**src/rtl/fp_mul_seq.sv**
```systemverilog
// fp_mul_seq: sequential IEEE-754 single-precision multiplier.
// A shift-add datapath consumes BITS_PER_CYCLE multiplier bits per MUL cycle,
// then one ROUND cycle normalises, rounds to nearest even and classifies.
// Valid/ready handshake on both sides; one operation in flight at a time.
// Optional feature: define FP_MUL_INEXACT_EN to add the registered 'inexact' output.
module fp_mul_seq #(
  parameter int BITS_PER_CYCLE = 1
) (
  input  logic        clk,
  input  logic        rst,
  input  logic        in_valid,
  output logic        in_ready,
  input  logic [31:0] opd1,
  input  logic [31:0] opd2,
  output logic        out_valid,
  input  logic        out_ready,
  output logic [31:0] res,
  output logic        exp_overflow,
  output logic        nan,
  output logic        zero
`ifdef FP_MUL_INEXACT_EN
  ,
  output logic        inexact
`endif
);

  localparam int N  = 24 / BITS_PER_CYCLE;
  localparam int CW = (N > 1) ? $clog2(N) : 1;

  typedef enum logic [1:0] {IDLE, MUL, ROUND, DONE} state_t;

  state_t      state_q, state_d;
  logic [31:0] op1_q, op2_q;
  logic [47:0] mcand_q;
  logic [23:0] mplier_q;
  logic [47:0] acc_q;
  logic [CW-1:0] cnt_q;
  logic [31:0] res_q, res_d;
  logic        ovf_q, ovf_d;
  logic        nan_q, nan_d;
  logic        zero_q, zero_d;
  logic        out_valid_q;

  // Partial product for the current group of multiplier bits.
  logic [47:0] pp_term [BITS_PER_CYCLE];
  logic [47:0] pp;

  for (genvar gi = 0; gi < BITS_PER_CYCLE; gi++) begin : g_pp
    assign pp_term[gi] = mplier_q[gi] ? (mcand_q << gi) : 48'd0;
  end

  // Sum the per-bit shifted multiplicands for this cycle.
  always_comb begin
    pp = '0;
    for (int k = 0; k < BITS_PER_CYCLE; k++) begin
      pp = pp + pp_term[k];
    end
  end

  // Next-state logic; leaves DONE only once the result has been presented and taken.
  always_comb begin
    state_d = state_q;
    case (state_q)
      IDLE:  if (in_valid) state_d = MUL;
      MUL:   if (cnt_q == CW'(N - 1)) state_d = ROUND;
      ROUND: state_d = DONE;
      DONE:  if (out_valid_q && out_ready) state_d = IDLE;
      default: state_d = IDLE;
    endcase
  end

  // State register.
  always_ff @(posedge clk or posedge rst) begin
    if (rst) state_q <= IDLE;
    else     state_q <= state_d;
  end

  // Operand classification, normalisation and rounding of the finished product.
  logic [7:0]  e1, e2;
  logic        nan1, nan2, inf1, inf2, zero1, zero2;
  logic        is_nan, zero_op, inf_op, sign;
  logic signed [9:0] exp_sum, e_norm, e_fin;
  logic [22:0] mant_raw;
  logic        guard, sticky, round_up;
  logic [23:0] mant_inc;
  logic        underflow, overflow;

  always_comb begin
    e1      = op1_q[30:23];
    e2      = op2_q[30:23];
    nan1    = (e1 == 8'hFF) && (op1_q[22:0] != 23'd0);
    nan2    = (e2 == 8'hFF) && (op2_q[22:0] != 23'd0);
    inf1    = (e1 == 8'hFF) && (op1_q[22:0] == 23'd0);
    inf2    = (e2 == 8'hFF) && (op2_q[22:0] == 23'd0);
    zero1   = (e1 == 8'd0);
    zero2   = (e2 == 8'd0);
    is_nan  = nan1 | nan2 | (inf1 & zero2) | (zero1 & inf2);
    zero_op = zero1 | zero2;
    inf_op  = inf1 | inf2;
    sign    = op1_q[31] ^ op2_q[31];

    exp_sum = $signed({2'b00, e1}) + $signed({2'b00, e2}) - 10'sd127;
    if (acc_q[47]) begin
      mant_raw = acc_q[46:24];
      guard    = acc_q[23];
      sticky   = |acc_q[22:0];
      e_norm   = exp_sum + 10'sd1;
    end else begin
      mant_raw = acc_q[45:23];
      guard    = acc_q[22];
      sticky   = |acc_q[21:0];
      e_norm   = exp_sum;
    end
    round_up  = guard & (sticky | mant_raw[0]);
    // A carry out of the 23-bit field only happens from all-ones, leaving zeros behind.
    mant_inc  = {1'b0, mant_raw} + {23'd0, round_up};
    e_fin     = e_norm + (mant_inc[23] ? 10'sd1 : 10'sd0);
    underflow = (e_fin <= 10'sd0);
    overflow  = (e_fin >= 10'sd255);

    res_d  = {sign, e_fin[7:0], mant_inc[22:0]};
    ovf_d  = 1'b0;
    nan_d  = 1'b0;
    zero_d = 1'b0;
    if (is_nan) begin
      res_d = 32'h7F80_0001;
      nan_d = 1'b1;
    end else if (zero_op || underflow) begin
      res_d  = 32'h0000_0000;
      zero_d = 1'b1;
    end else if (inf_op || overflow) begin
      res_d = {sign, 8'hFF, 23'h0};
      ovf_d = 1'b1;
    end
  end

  // Datapath: capture operands on accept, accumulate in MUL, register the result in ROUND.
  always_ff @(posedge clk or posedge rst) begin
    if (rst) begin
      op1_q    <= '0;
      op2_q    <= '0;
      mcand_q  <= '0;
      mplier_q <= '0;
      acc_q    <= '0;
      cnt_q    <= '0;
      res_q    <= '0;
      ovf_q    <= 1'b0;
      nan_q    <= 1'b0;
      zero_q   <= 1'b0;
    end else begin
      case (state_q)
        IDLE: if (in_valid) begin
          op1_q    <= opd1;
          op2_q    <= opd2;
          mcand_q  <= {24'd0, 1'b1, opd1[22:0]};
          mplier_q <= {1'b1, opd2[22:0]};
          acc_q    <= '0;
          cnt_q    <= '0;
        end
        MUL: begin
          acc_q    <= acc_q + pp;
          mcand_q  <= mcand_q << BITS_PER_CYCLE;
          mplier_q <= mplier_q >> BITS_PER_CYCLE;
          cnt_q    <= cnt_q + CW'(1);
        end
        ROUND: begin
          res_q  <= res_d;
          ovf_q  <= ovf_d;
          nan_q  <= nan_d;
          zero_q <= zero_d;
        end
        default: ;
      endcase
    end
  end

  // out_valid comes straight from a flop, raised one cycle after entering DONE.
  always_ff @(posedge clk or posedge rst) begin
    if (rst) out_valid_q <= 1'b0;
    else     out_valid_q <= (state_q == DONE) && !(out_valid_q && out_ready);
  end

`ifdef FP_MUL_INEXACT_EN
  logic inexact_q, inexact_d;

  // Inexact: lost bits of a normal result, or overflow/underflow from finite non-zero inputs.
  always_comb begin
    inexact_d = guard | sticky;
    if (is_nan)                      inexact_d = 1'b0;
    else if (zero_op || underflow)   inexact_d = !zero_op;
    else if (inf_op || overflow)     inexact_d = !inf_op;
  end

  // Inexact register, updated alongside res.
  always_ff @(posedge clk or posedge rst) begin
    if (rst)                  inexact_q <= 1'b0;
    else if (state_q == ROUND) inexact_q <= inexact_d;
  end

  assign inexact = inexact_q;
`endif

  assign in_ready     = (state_q == IDLE);
  assign out_valid    = out_valid_q;
  assign res          = res_q;
  assign exp_overflow = ovf_q;
  assign nan          = nan_q;
  assign zero         = zero_q;

endmodule

```
**config.mk**
```make
export PLATFORM = sky130hd
export DESIGN_NAME = fp_mul_seq
export DESIGN_NICKNAME = d
export VERILOG_FILES = /design/src/rtl/fp_mul_seq.sv
export SDC_FILE = /design/constraint.sdc
export NUM_CORES = 1
export LEC_CHECK = 0
export BUFFER_PORTS_ARGS = -buffer_cell sky130_fd_sc_hd__clkbuf_2
export CAP_MARGIN = 20
export CORE_ASPECT_RATIO = 1.4
export CORE_MARGIN = 1
export CORE_UTILIZATION = 32
export CTS_BUF_LIST = sky130_fd_sc_hd__clkbuf_16
export DETAILED_ROUTE_END_ITERATION = 8
export PLACE_DENSITY = 0.6
export SYNTH_ARGS = -nofsm -noshare
export SYNTH_HDL_FRONTEND = slang
export SYNTH_SLANG_ARGS = --single-unit
```
**constraint.sdc**
```tcl
create_clock -name clk -period 6.41 [get_ports clk]
set_input_delay 0.3205 -clock clk [delete_from_list [all_inputs] [get_ports clk]]
set_output_delay 0.3205 -clock clk [all_outputs]
set_load 0.05 [all_outputs]
```
## Word level (Yosys, flattened, before mapping)

Index checks and enable logic that the tools add are counted.

- Logic and storage cells: 89
- Register bits after elaboration: 227
- Output and inout bits: 37

- Bitwise gates (word level): 10
- Add/subtract/negate cells: 7
- Magnitude comparators: 2
- Reduce and logical (&&, ||, !) cells: 22
- Equality and inequality tests: 9
- Mux-type cells: 27

Operators with widths:

| operator | number |
|---|---|
| 48-bit case mux with 2 select lines | 2 |
| 48-bit two-way mux | 3 |
| 32-bit two-way mux | 2 |
| 48-bit adder | 1 |
| 24-bit case mux with 2 select lines | 1 |
| 23-bit zero test | 2 |
| 23-bit nonzero test | 2 |
| 31-bit two-way mux | 1 |
| 23-bit by 1-bit adder with 24-bit output | 1 |
| 24-bit two-way mux | 1 |
| 23-bit two-way mux | 1 |
| 23-bit OR reduction | 1 |
| 22-bit OR reduction | 1 |
| 8-bit equality test, second input constant | 2 |
| 8-bit zero test | 2 |
| 10-bit by 2-bit adder with 10-bit output | 1 |
| 10-bit by 2-bit adder with 10-bit output, second input constant | 1 |
| 10-bit by 9-bit greater-or-equal comparator with 1-bit output, second input constant | 1 |
| 10-bit by 1-bit <= comparator with 1-bit output, second input constant | 1 |
| 10-bit two-way mux | 1 |
| 5-bit case mux with 2 select lines | 1 |
| 9-bit by 7-bit subtractor with 10-bit output, second input constant | 1 |
| 8-bit by 8-bit adder with 9-bit output | 1 |
| 1-bit two-way mux | 9 |
| other kinds (19) | 37 |

## Longest topological paths before layout

Gate-level depths: netlist of the first run.

- Word-level depth: 12
- Depth in mapped cells: 22

## Least setup slack after synthesis of the first run

Ideal clock, no wire load.

- Kind: register to register
- Start point: register acc_q[47]
- End point: register res_q[8] (netlist: res[8])
- Clock period less this slack: 4.508 ns
- Data arrival time: 4.430 ns
- Path slack: 1.902 ns
- Buffers on the path: 4
- Cell stages (with the launch flop): 23
- Required time: 6.332 ns
- Cells stage by stage: dfrtp_1 -> buf_2 -> buf_2 -> buf_2 -> nand2b_1 -> a211oi_1 -> and4bb_2 -> o2111a_1 -> nand3_1 -> nor2_1 -> nand2_1 -> nor3_1 -> ha_1 -> ha_1 -> o21ai_0 -> o21ba_1 -> nand3b_4 -> o211ai_1 -> nand3_1 -> a311oi_2 -> nand4_2 -> buf_2 -> o2bb2ai_1

- Cells in the longest elaborated chain, start to end: 11

RTL lines:

| element | line | text |
|---|---|---|
| from (decl) | 36 | `logic [47:0] acc_q;` |
| from (signal assigned) | 161 | `acc_q <= acc_q + pp;` |
| 1-bit two-way mux or 23-bit two-way mux (tied branches) | 103 | `if (acc_q[47]) begin` |
| 1-bit OR | 114 | `round_up = guard & (sticky \| mant_raw[0]);` |
| 1-bit AND | 114 |  |
| 23-bit by 1-bit adder with 24-bit output | 116 | `mant_inc = {1'b0, mant_raw} + {23'd0, round_up};` |
| 1-bit two-way mux | 117 | `e_fin = e_norm + (mant_inc[23] ? 10'sd1 : 10'sd0);` |
| 10-bit by 2-bit adder with 10-bit output | 117 |  |
| 10-bit by 9-bit greater-or-equal comparator with 1-bit output | 119 | `overflow = (e_fin >= 10'sd255);` |
| 1-bit logical OR | 131 | `end else if (inf_op \|\| overflow) begin` |
| 31-bit two-way mux | 131 |  |
| 32-bit two-way mux * | 128 | `end else if (zero_op \|\| underflow) begin` |
| 32-bit two-way mux * | 125 | `if (is_nan) begin` |
| to (signal assigned) | 167 | `res_q <= res_d;` |
| to (decl) | 38 | `logic [31:0] res_q, res_d;` |

Every way passes the cells marked *; elsewhere a longest branch is shown, timed or not.
A chain may end at the register's enable or synchronous reset.

## Worst setup path in the final report of the first run

- Start point: register acc_q[47]
- End point: register res_q[13] (netlist: res[13])

The elaborated chain is that of the path after synthesis.

==> out/qor.yml, run 1 <==
yosys:
  synth_top_area_share_pct: 41.9
  syn_inst: 1383
  yosys_warnings: 0
  synth-seq-area-share_pct: 41.9
  synthTopCellsByArea: "dfrtp_1 (42%), ha_1 (6.6%), mux2_2 (5.4%)"
  syn_avg_cell_area_um2: 9.80
  async_reset_ff_share_pct: 100
  synth_cell_types: 81
  synthesis.area_um2: 13600
  synth_flop_cell: "dfrtp_1"
  synth_edf_count: 0
  yosysTopAreaCell: "dfrtp_1"
  synth_nets: 1524
  ys_ff_latch: 227
route:
  ant_nets: 0
  drtPass1Iterations: 5
  num_vias: 10700
  drt_iter0_markers: 544
  wl_per_cell_um: 16.6
  postRouteWirelength_um: 33500
  via_per_inst: 5.31
  drc_errors: 0
global_route:
  grt_overflow: 0
  grt_pass1_wl_um: 56100
  grt_pass1_vias: 10900
  grt_util_all_layers_pct: 15.7
  grt_max_degree: 86
  antenna_found_initial: 0
worst_setup_path:
  critical-path-slowest-cell: "nand4_2"
  arrival_ps: 5990
  critPathTopFamily: "simple AND/OR/NAND/NOR gates"
  critPathKind: "reg2reg"
  critPathMaxFanout: 57
  crit_path_cell_trace: "buf_4 -> and2_1 -> o211ai_1 -> and4bb_2 -> o2111a_1 -> nand3_1 -> nor2_1 -> nand2_1 -> nor3_1 -> ha_1 -> ha_1 -> o21ai_0 -> o21ba_1 -> nand3b_4 -> o211ai_1 -> nand3_1 -> a311oi_2 -> nand4_2 -> o32ai_1"
  crit_path_start_kind: "flop"
  cp_slowest_stage_delay_ps: 590
  critPathBufInv: 1
  worst_setup_path_end_kind: "flop"
  required_ps: 6830
power_and_ir_drop:
  p_total_w: 0.00768
  p_per_area_nw_per_um2: 499
  power_switching_w: 0.00337
  power_leakage_nw: 6.94
  max-vdd-ir-drop_v: 0.000264
  power_frac_comb_pct: 50.3
  seqPwrFrac_pct: 31.6
  switching_share_pct: 43.9
  power_frac_clock_pct: 18.1
  p_int_w: 0.00431
clock_tree:
  path_clk_slew_ps: 60
  postCtsResizedCells: 0
  cts_setup_buffers: 0
  cts_buffers: 25
  clk_latency_ps: 520
  htreeDepth: 1
  cts.path.max_buffers: 3
  cts_tree: "built"
  root_buffer: "clkbuf_16"
  clock_sinks: 227
placement:
  place.port_buffers: 104
  place_hpwl_um: 24900
  pre_cts_ws_ps: 883
  gp_congestion: 0.874
  dp.cells: 1974
floorplanning:
  start_util_pct: 32.7
  core_region_area_um2: 41500
  rows: 88
  io_pins: 105
  dieArea_um2: 43200
  die_h_um: 246
  die_w_um: 176
sta:
  fin_crit_ps: 5570
  worst_pin_slew_ps: 931
  drv_slew: 0
  clock_skew_ps: 9.41
  setup_slack_ps: 843
  rsz0062_at_grt: "false"
  fmax_ghz: 0.180
  hold_viol_final: 0
  finalSetupViolations: 0
  hold_slack_ps: 23.6
  fin_setup_tns_ps: 0
  period_share_pct: 86.9
  relSlewSlack_pct: 37.9
layout:
  final_nets: 1603
  final_cell_mix: "dfrtp_1 (226), nand2_1 (146), o21ai_0 (123)"
  area_delta_synth_final_pct: 13.5
  antennaDiodeCount: 0
  final_common_cell: "dfrtp_1"
  drive_above_1_share_pct: 15.9
  layout.cells.non_filler: 2015
run:
  maxCapViolations: 0
min_path:
  hold_class: "in2reg"
status:
  status: "complete, no violations"
==> cell families after synthesis <==
group	after synthesis	synth area share [%]
compound gates	403	20.1
simple gates	401	14.9
flops	227	41.9
mux	120	9.47
buf+inv	97	2.74
fa+ha+maj	73	6.85
xor+xnor	62	4.06
==> flip-flops by register name, summed over array words and instances, names as in the netlist <==
| signal | cells |
|---|---|
| acc_q | 48 |
| cnt_q | 5 |
| exp_overflow | 1 |
| mcand_q | 48 |
| mplier_q | 24 |
| nan | 1 |
| op1_q | 32 |
| op2_q | 32 |
| out_valid | 1 |
| res | 32 |
| state_q | 2 |
| zero | 1 |
==> final timing paths <==
kind | end | startpoint | cells past startpoint | slack [ps]
max | res[13] | acc_q[47] | 19 | 840
max reg2reg | res[13] | acc_q[47] | 19 | 840
max in group asynchronous | mcand_q[34] | rst | 4 | 4490
min in group asynchronous | op2_q[15] | rst | 3 | 490
min reg2reg | mplier_q[8] | mplier_q[8] | 2 | 480
min | out_valid | out_ready | 2 | 20
==> synth_stat cells, drive strengths merged, types with 20 or more instances <==
library cell	n
mux2i	54
xnor2	33
nand2	147
o2bb2ai	21
inv	31
a21oi	61
o21ai	129
mux2	66
clkbuf	54
a211oi	30
dfrtp	227
nor2	61
xor2	29
a22o	27
and2	59
nand3	20
ha	71
==> through the flow <==
step,util (%),cell area [um2]
after detailed placement,35.2,14600
after floorplan,-,13600
final,37.1,15400
after global routing,37.1,15400
after CTS,37.1,15400
after global placement,35.2,14600
==> cell type report <==
cell class                      instances  area, um2
Multi-Input combinational cell       1059       7520
Fill cell                            4118      26100
Clock buffer                           25        626
Inverter                               32        124
Clock inverter                         15        145
Tap cell                              540        676
Timing Repair Buffer                  117        621
Sequential cell                       227       5680
==> power by group through the flow <==
| stage | Clock, W | Sequential (W) | Combinational, W |
|---|---|---|---|
| finish | 0.00139 | 0.00243 | 0.00386 |
| global route | 0.00150 | 0.00251 | 0.00430 |
| CTS | 0.00144 | 0.00243 | 0.00388 |
| detailed placement | 0 | 0.00245 | 0.00386 |
| global placement | 0 | 0.00242 | 0.00379 |
| floorplan | 0 | 0.00246 | 0.00291 |
==> metal layers <==
layer  part of all wire [%]  vias up  global-route usage (%)
li1                       -     5242                       -
met1                     46     5214                    21.0
met2                     48      201                    26.5
met3                    3.6       44                    1.90
met4                    2.2        0                    4.48
met5                      0        -                       0
==> repair_timing <==
action,CTS,global route
endpoints found under the hold margin,35,0
endpoints found under the setup margin,0,0
hold buffers,1,0
(Power assumes the default switching activity.)
==> run 2: changes to the inputs <==
--- a/config.mk
+++ b/config.mk
@@ -12,7 +12,7 @@
 export CORE_UTILIZATION = 32
 export CTS_BUF_LIST = sky130_fd_sc_hd__clkbuf_16
 export DETAILED_ROUTE_END_ITERATION = 8
-export PLACE_DENSITY = 0.6
+export PLACE_DENSITY = 0.48
 export SYNTH_ARGS = -nofsm -noshare
 export SYNTH_HDL_FRONTEND = slang
 export SYNTH_SLANG_ARGS = --single-unit
==> run 2 against run 1 <==
- the flow now finishes with violations (hold timing)
- first-iteration DRC count rose by 2.9%
- critical path depth did not move
- sequential cell count did not move
==> out/qor.yml, run 2 (synthesized netlist as in run 1, its figures left out) <==
worst_setup_path:
  r2r_start: "acc_q[47]"
  critPathMaxFanout: 57  # unchanged
  crit_path_cell_trace: "buf_4 -> and2_1 -> o211ai_1 -> and4bb_2 -> o2111a_1 -> nand3_1 -> nor2_1 -> nand2_1 -> nor3_1 -> ha_1 -> ha_1 -> o21ai_0 -> o21ba_1 -> nand3b_4 -> o211ai_1 -> nand3_1 -> a311oi_2 -> nand4_2 -> o32ai_1"
  cp_slowest_stage_delay_ps: 610  # +20 ps
  worst_setup_path_end_kind: "flop"
  critPathKind: "reg2reg"
  crit_start: "acc_q[47]"
  arrival_ps: 5940  # -50 ps
  required_ps: 6880  # +50 ps
  reg2regPathDepth: 19  # unchanged
  crit_path_start_kind: "flop"
  critical-path-slowest-cell: "nand4_2"
layout:
  antennaDiodeCount: 0  # unchanged
  final_nets: 1649  # +2.9%
  final_area_um2: 16100  # +4.5%
  drive_above_1_share_pct: 16.5  # +0.55 points
  area_delta_synth_final_pct: 18.7
  fin_util_pct: 38.8  # +1.7 points
  final_common_cell: "dfrtp_1"
  final_cell_mix: "dfrtp_1 (226), nand2_1 (146), o21ai_0 (123)"
  top_regs: "acc_q (48), mcand_q (48)"
route:
  wl_per_cell_um: 17.3  # +4.1%
  postRouteWirelength_um: 35800  # +6.9%
  via_per_inst: 5.24  # -1.3%
  drtPass1Iterations: 5  # unchanged
  ant_nets: 0  # unchanged
  num_vias: 10900  # +1.4%
  drc_errors: 0  # unchanged
  drt_iter0_markers: 560  # +2.9%
sta:
  setup_slack_ps: 943  # +101 ps
  worst_pin_slew_ps: 920  # -11.1 ps
  fmax_ghz: 0.183  # +1.8%
  hold_slack_ps: -29.5  # -53.1 ps
  period_share_pct: 85.3  # -1.6 points
  hold_viol_final: 9  # +9
  drv_slew: 0  # unchanged
  fin_crit_ps: 5470  # -101 ps
  rsz0062_at_grt: "false"
  fin_setup_tns_ps: 0  # unchanged
  clock_skew_ps: 15.4  # +6.04 ps
  relSlewSlack_pct: 38.0  # +0.089 points
  finalSetupViolations: 0  # unchanged
floorplanning:
  io_pins: 105  # unchanged
  rows: 88  # unchanged
  dieArea_um2: 43200  # unchanged
  start_util_pct: 32.7  # unchanged
  core_region_area_um2: 41500  # unchanged
  die_h_um: 246  # unchanged
  die_w_um: 176  # unchanged
placement:
  placed_area_um2: 14600  # about the same
  place.port_buffers: 104  # unchanged
  place_hpwl_um: 25500  # +2.4%
  pre_cts_ws_ps: 904  # +20.8 ps
  gp_congestion: 0.850  # -2.8%
clock_tree:
  clk_latency_ps: 570  # +50 ps
  cts_setup_buffers: 0  # unchanged
  cts_buffers: 27  # +8.0%
  path_clk_slew_ps: 60  # about the same
  root_buffer: "clkbuf_16"
  cts_tree: "built"
  cts.path.max_buffers: 3  # unchanged
  clock_sinks: 227  # unchanged
  htreeDepth: 1  # unchanged
power_and_ir_drop:
  p_per_area_nw_per_um2: 502  # +0.59%
  power_leakage_nw: 7.22  # +4.0%
  max-vdd-ir-drop_v: 0.000381  # +44%
global_route:
  grt_overflow: 0  # unchanged
  met3_usage_pct: 1.86  # -0.046 points
  grt_pass1_vias: 11100  # +2.3%
  busiest_layer: "met2"
  gr-usage-met1_pct: 22.2  # +1.1 points
  grt.met2_usage_pct: 28.4  # +1.9 points
  grt_max_degree: 162  # +88%
  grt_util_all_layers_pct: 16.9  # +1.2 points
  grt_pass1_wl_um: 59100  # +5.2%
  antenna_found_initial: 0  # unchanged
status:
  failed_checks: "hold timing"
  status: "finished with violations"
min_path:
  hold_class: "in2async"
run:
  maxCapViolations: 0  # unchanged
[run 2: layer usage]
metal / vias to the layer above / wire length (um)
met5: - / 0
met4: 0 / 1200
met1: 5269 / 16600
met3: 57 / 1070
li1: 5336 / -
met2: 188 / 17000
[run 2: power by group]
| group | leakage, nW | internal (W) | switching [W] | total [W] |
|---|---|---|---|---|
| registers | 2.89 | 0.00199 | 0.000426 | 0.00241 |
| clock network | 0.479 | 0.00106 | 0.000666 | 0.00172 |
| logic | 3.85 | 0.00154 | 0.00240 | 0.00394 |
| total | 7.22 | 0.00459 | 0.00349 | 0.00808 |
[run 2: cell type report]
| type | count | area, um2 |
|---|---|---|
| repair buffers | 161 | 1090 |
| fillers | 4108 | 25400 |
| inverters | 32 | 124 |
| clock inverters | 23 | 319 |
| clock buffers | 27 | 676 |
| flip-flops and latches | 227 | 5680 |
| well taps | 540 | 676 |
| multi-input cells | 1059 | 7520 |
[run 2: final timing paths]
| check | end | slack, ps |
|---|---|---|
| worst max-delay path | res[13] | 940 |
| worst min-delay path | mplier_q[13] | -30 |
| worst max register to register | res[13] | 940 |
| worst min register to register | mplier_q[2] | 480 |
| max in group asynchronous | acc_q[16] | 4920 |
| min in group clk | op1_q[12] | 20 |
[run 2: timing repair]
item,CTS,global route
resized for setup,0,0
hold buffers,44,0
hold endpoints to repair,44,0
[run 2: stage by stage]
step / cells / hold WS (ps) / total power, W
floorplan: 1383 / 448 / 0.00537
global placement: 1974 / 460 / 0.00632
detailed placement: 1974 / 471 / 0.00636
CTS: 2068 / 0.258 / 0.00815
global route: 2069 / 11.6 / 0.00873
finish: 2069 / -29.5 / 0.00808
[run 2: critical path, delay by kind of cell, from the launching register on]
family	cells	cell delay [ps]
buf+inv	1	470
compound gates	7	1830
simple gates	9	2210
fa+ha+maj	2	410
flops	1	430
